==> src/rtl/arithmetic_logic_unit.sv <==
// Execution-stage ALU: registered result and {Z,C,N,O} flags, one op per Start.
// Define ALU_MUL_EN to build the iterative shift-add multiplier for FunSel 1111.
module arithmetic_logic_unit #(
    parameter int WIDTH = 32
) (
    input  logic             clock,
    input  logic             reset,
    input  logic [WIDTH-1:0] A,
    input  logic [WIDTH-1:0] B,
    input  logic [3:0]       FunSel,
    input  logic             WF,
    input  logic             Start,
    output logic [WIDTH-1:0] ALUOut,
    output logic [3:0]       FlagsOut,
    output logic             Busy,
    output logic             Done
);
    logic             c_flag, o_flag;
    logic [WIDTH-1:0] res;
    logic [WIDTH:0]   ext;
    logic             c_new, o_new, upd_flags;
    logic             launch;

    assign c_flag = FlagsOut[2];
    assign o_flag = FlagsOut[0];

    // Single-cycle datapath; C/O default to hold so only ops that define them change them.
    always_comb begin
        res       = '0;
        ext       = '0;
        c_new     = c_flag;
        o_new     = o_flag;
        upd_flags = 1'b1;
        case (FunSel)
            4'b0000: res = A;
            4'b0001: res = B;
            4'b0010: res = ~A;
            4'b0011: res = ~B;
            4'b0100, 4'b0101: begin
                ext   = {1'b0, A} + {1'b0, B} + {{WIDTH{1'b0}}, FunSel[0] & c_flag};
                res   = ext[WIDTH-1:0];
                c_new = ext[WIDTH];
                o_new = (A[WIDTH-1] == B[WIDTH-1]) && (res[WIDTH-1] != A[WIDTH-1]);
            end
            4'b0110: begin
                ext   = {1'b0, A} - {1'b0, B};
                res   = ext[WIDTH-1:0];
                c_new = ~ext[WIDTH];
                o_new = (A[WIDTH-1] != B[WIDTH-1]) && (res[WIDTH-1] != A[WIDTH-1]);
            end
            4'b0111: res = A & B;
            4'b1000: res = A | B;
            4'b1001: res = A ^ B;
            4'b1010: begin res = {A[WIDTH-2:0], 1'b0};      c_new = A[WIDTH-1]; end
            4'b1011: begin res = {1'b0, A[WIDTH-1:1]};      c_new = A[0];       end
            4'b1100: begin res = {A[WIDTH-1], A[WIDTH-1:1]}; c_new = A[0];      end
            4'b1101: begin res = {A[WIDTH-2:0], c_flag};    c_new = A[WIDTH-1]; end
            4'b1110: begin res = {c_flag, A[WIDTH-1:1]};    c_new = A[0];       end
            default: upd_flags = 1'b0;
        endcase
    end

`ifdef ALU_MUL_EN
    typedef enum logic {IDLE, MUL} state_t;
    localparam int CW = $clog2(WIDTH);

    state_t           state;
    logic [WIDTH-1:0] mcand, mplier, acc, acc_next;
    logic [CW-1:0]    count;
    logic             wf_q;

    assign acc_next = acc + (mplier[0] ? mcand : '0);
    assign launch   = Start && (state == IDLE) && (FunSel != 4'b1111);
`else
    assign launch = Start;
    assign Busy   = 1'b0;
`endif

    always_ff @(posedge clock or posedge reset) begin
        if (reset) begin
            ALUOut   <= '0;
            FlagsOut <= '0;
            Done     <= 1'b0;
`ifdef ALU_MUL_EN
            Busy     <= 1'b0;
            state    <= IDLE;
            mcand    <= '0;
            mplier   <= '0;
            acc      <= '0;
            count    <= '0;
            wf_q     <= 1'b0;
`endif
        end else begin
            Done <= 1'b0;
            if (launch) begin
                ALUOut <= res;
                Done   <= 1'b1;
                if (WF && upd_flags)
                    FlagsOut <= {res == '0, c_new, res[WIDTH-1], o_new};
            end
`ifdef ALU_MUL_EN
            if (state == IDLE && Start && FunSel == 4'b1111) begin
                mcand  <= A;
                mplier <= B;
                acc    <= '0;
                count  <= '0;
                wf_q   <= WF;
                Busy   <= 1'b1;
                state  <= MUL;
            end
            // One multiplier bit per edge; the last step writes the product directly.
            if (state == MUL) begin
                acc    <= acc_next;
                mcand  <= {mcand[WIDTH-2:0], 1'b0};
                mplier <= {1'b0, mplier[WIDTH-1:1]};
                count  <= count + 1'b1;
                if (count == CW'(WIDTH - 1)) begin
                    ALUOut <= acc_next;
                    Done   <= 1'b1;
                    Busy   <= 1'b0;
                    state  <= IDLE;
                    if (wf_q)
                        FlagsOut <= {acc_next == '0, FlagsOut[2], acc_next[WIDTH-1], FlagsOut[0]};
                end
            end
`endif
        end
    end
endmodule

==> config.mk <==
export PLATFORM = sky130hd
export DESIGN_NAME = arithmetic_logic_unit
export DESIGN_NICKNAME = d
export VERILOG_FILES = /design/src/rtl/arithmetic_logic_unit.sv
export SDC_FILE = /design/constraint.sdc
export NUM_CORES = 1
export LEC_CHECK = 0
export CORE_ASPECT_RATIO = 1.2
export CORE_MARGIN = 5
export CORE_UTILIZATION = 53
export CTS_CLUSTER_DIAMETER = 200
export CTS_CLUSTER_SIZE = 24
export DETAILED_ROUTE_END_ITERATION = 6
export GPL_TIMING_DRIVEN = 0
export PLACE_DENSITY = 0.87
export SLEW_MARGIN = 20
export SYNTH_ARGS = -nofsm -noshare
export SYNTH_HDL_FRONTEND = slang
export SYNTH_SLANG_ARGS = --single-unit
==> constraint.sdc <==
create_clock -name clock -period 3.3 [get_ports clock]
set_input_delay 0.33 -clock clock [delete_from_list [all_inputs] [get_ports clock]]
set_output_delay 0.33 -clock clock [all_outputs]
set_load 0.01 [all_outputs]
==> flow_summary.yaml <==
detailed_routing:
  drc_errors: 13
  dr.pass1.iters: 7
  routed_via_density: 7.204
  wl_per_cell_um: 27.49
  wirelength_mm: 45.06
  num_vias: 11810
  drt_iter0_markers: 1597
  ant_nets: 0
worst_setup_path:
  cp_slowest_cell: "or4_4"
  path_delay_family: "compound AO/OA/AOI/OAI gates"
  cp-end-kind: "register"
  crit_arrival_ns: 4.26
  path_common_cell: "buf_4"
  crit_fanout: 4
  path_cells: "nand2_4 -> fa_2 -> inv_2 -> fa_2 -> a211oi_2 -> buf_4 -> o21ai_4 -> a22o_4 -> o211ai_4 -> o31ai_4 -> buf_4 -> a311oi_2 -> buf_4 -> a221o_1 -> a21oi_2 -> buf_6 -> nand2_4 -> or4_4 -> o21ai_2"
  worstSetupPathType: "reg -> reg"
  worst-path-buf-inv: 5
  r2r_slack_ns: -0.73
  cpPeakStageDelay_ns: 0.51
  critical_path.startpoint_type: "register"
  worst_ep_required_time_ns: 3.52
power:
  total_power_mw: 3.360
  p_leak_nw: 5.027
  powerDensity_nw_per_um2: 286.0
  peakVddDrop_mv: 0.2877
final_layout:
  nets: 1608
  syn_to_final_growth_pct: 30.75
  nFillCells: 1418
  design_area_um2: 11750
  drive_above_1_share_pct: 21.80
placement:
  portBuffers: 106
  gp_congestion: 1.075
  dp_hpwl_mm: 33.18
  dpl-instance-area_um2: 10390
floorplan:
  die_y_um: 152.7
  initial_utilization_pct: 53.54
  rows: 52
  die_x_um: 128.9
  coreArea_um2: 16790
  dieArea_um2: 19670
  ios: 110
status:
  run_status: "finished, violations left"
  violations: "design-rule violations, negative setup slack"
yosys:
  synth_edf_count: 0
  synth_cells: 1260
  syn_area_per_cell_um2: 7.133
  synth-main-ff-cell: "dfrtp_1"
  ys_types: 96
  async_flop_share_pct: 100.0
  synth_area_um2: 8987
  ys_seq_area_share_pct: 10.30
  syn_nets: 1447
  synth_warnings: 0
  ys_ff_latch: 37
timing:
  rsz0062_at_grt: "yes"
  slew-limit-headroom_pct: 32.03
  finalSetupViolCount: 8
  tightest_slew_ns: 1.019
  post-route-period-util_pct: 122.2
  timing.fmax_mhz: 247.9
  hold_viol: 0
  fin_worst_skew_ns: 0.01229
  drv_slew: 0
  final.setup.worst_slack_ns: -0.7331
  fin_crit_ns: 4.033
clock_network:
  cts_buffer_depth: 2
  cts_tree: "done"
  cts_sinks: 37
  numCtsBuffers: 5
  h-tree-depth: 2
  cts_hold_buf: 0
  clock_latency_ns: 0.29
  clkTransAtPathRegs_ns: 0.07
  cts_root_buf: "clkbuf_16"
global_routing:
  grt_max_degree: 38
  grt_pass1_wl_mm: 66.75
  track_usage_pct: 43.52
  grt-ovfl-total: 0
  antenna_found_initial: 1
  grt_pass1_vias: 11380
job:
  max_cap_viol_count: 0
min_path:
  min_path_type: "reg -> reg"
-- power breakdown --
part	total (mW)	internal, mW	switching (mW)
Combinational	2.29	0.924	1.36
Clock	0.484	0.277	0.206
Sequential	0.590	0.535	0.0552
Total	3.36	1.74	1.62
-- worst paths after layout --
check,start,end,cells after the start
worst max-delay path,FlagsOut[2]$_DFFE_PP0P_,FlagsOut[3]$_DFFE_PP0P_,19
worst min-delay path,ALUOut[21]$_DFFE_PP0P_,ALUOut[21]$_DFFE_PP0P_,1
min in group asynchronous,reset,ALUOut[23]$_DFFE_PP0P_,2
worst min register to register,ALUOut[21]$_DFFE_PP0P_,ALUOut[21]$_DFFE_PP0P_,1
worst max register to register,FlagsOut[2]$_DFFE_PP0P_,FlagsOut[3]$_DFFE_PP0P_,19
max in group asynchronous,reset,FlagsOut[2]$_DFFE_PP0P_,2
-- Yosys cell counts, types with 19 or more instances --
master	n	share of area [%]
xnor2_1	24	2.3
mux2i_1	26	2.9
o21ai_0	77	4.3
dfrtp_1	37	10
nand3_1	29	1.6
nor2_1	109	4.6
buf_2	30	1.7
o22ai_1	19	1.3
a21oi_1	115	6.4
a22oi_1	30	2.5
ha_1	112	16
inv_1	99	4.1
nor3_1	30	1.7
clkbuf_1	38	1.6
nand2_1	88	3.7
-- kinds of logic (layout without fill, tap and decap cells) --
group / Yosys count / count (layout) / synth area share [%]
xor gates and xnor gates: 24 / 24 / 2.339
and+or+nand+nor: 364 / 364 / 19.64
DFF: 37 / 37 / 10.30
adders and majority gates: 115 / 115 / 16.26
muxes: 35 / 35 / 4.065
buffers and inverters: 195 / 357 / 9.188
AOI/OAI and AO/OA: 489 / 489 / 38.16
other: 1 / 2 / 0.04173
-- final cells by class --
| class | count | area, um2 | share of cell area (%) |
|---|---|---|---|
| Inverter | 106 | 397.9 | 3.386 |
| Multi-Input combinational cell | 1028 | 8069 | 68.66 |
| Clock inverter | 3 | 17.52 | 0.1491 |
| Buffer | 84 | 526.8 | 4.483 |
| Sequential cell | 37 | 927.1 | 7.890 |
| Tap cell | 216 | 270.3 | 2.300 |
| Timing Repair Buffer | 159 | 1415 | 12.04 |
| Clock buffer | 5 | 125.1 | 1.065 |
| Antenna cell | 1 | 2.502 | 0.02129 |
-- registers in the layout, indices dropped and copies added (netlist names) --
| register | flops |
|---|---|
| ALUOut | 32 |
| FlagsOut | 4 |
| Done | 1 |
-- worst register-to-register path, stage by stage (launching register included) --
cell	delay, ns
dfrtp_2	0.41
nand2_4	0.06
fa_2	0.40
inv_2	0.07
fa_2	0.25
a211oi_2	0.09
buf_4	0.15
o21ai_4	0.21
a22o_4	0.18
o211ai_4	0.12
o31ai_4	0.29
buf_4	0.16
a311oi_2	0.10
buf_4	0.15
a221o_1	0.32
a21oi_2	0.15
buf_6	0.14
nand2_4	0.05
or4_4	0.51
o21ai_2	0.12
-- per-layer routing --
metal  GRT usage (%)  vias to the layer above  share of wire [%]
met4           32.97                        0                 11
met2           67.66                      980                 44
met5               0                        -                  0
met3           9.187                      332                 11
li1                -                     5025                  -
met1           51.74                     5470                 34
-- placed cells by master (no fill, tap or decap), types with 17 or more instances in the layout --
master,synthesis,layout
clkdlybuf4s50_1,0,68
nand2_1,88,86
mux2i_1,26,26
o22ai_1,19,18
o21ai_0,77,70
ha_1,112,102
buf_4,9,64
dfrtp_1,37,36
clkbuf_2,0,21
inv_1,99,91
a21oi_1,115,93
a22oi_1,30,28
nor3_1,30,20
nor2_1,109,103
nand3_1,29,26
buf_2,30,31
a21oi_2,0,17
nand4_1,17,17
xnor2_1,24,24
-- repair_timing --
action | 4_1_cts | 5_1_grt
setup buffers | 39 | 13
setup endpoints to repair | 26 | 19
pin swaps | 60 | 29
resized for setup | 251 | 83
-- stage by stage --
step / utilization, % / instances / hold slack (ns) / setup slack [ns] / TNS (ns)
floorplan: - / 1260 / 0.3614 / -0.5696 / -0.9904
global placement: 61.81 / 1582 / 0.4685 / -2.003 / -27.24
detailed placement: 61.88 / 1583 / 0.4757 / -2.030 / -27.84
CTS: 68.28 / 1628 / 0.4906 / -0.7253 / -1.393
global route: 70.01 / 1639 / 0.5126 / -0.8311 / -3.035
finish: 70.01 / 1639 / 0.4923 / -0.7331 / -2.077
Note: power is estimated with default switching activity, not from simulation.
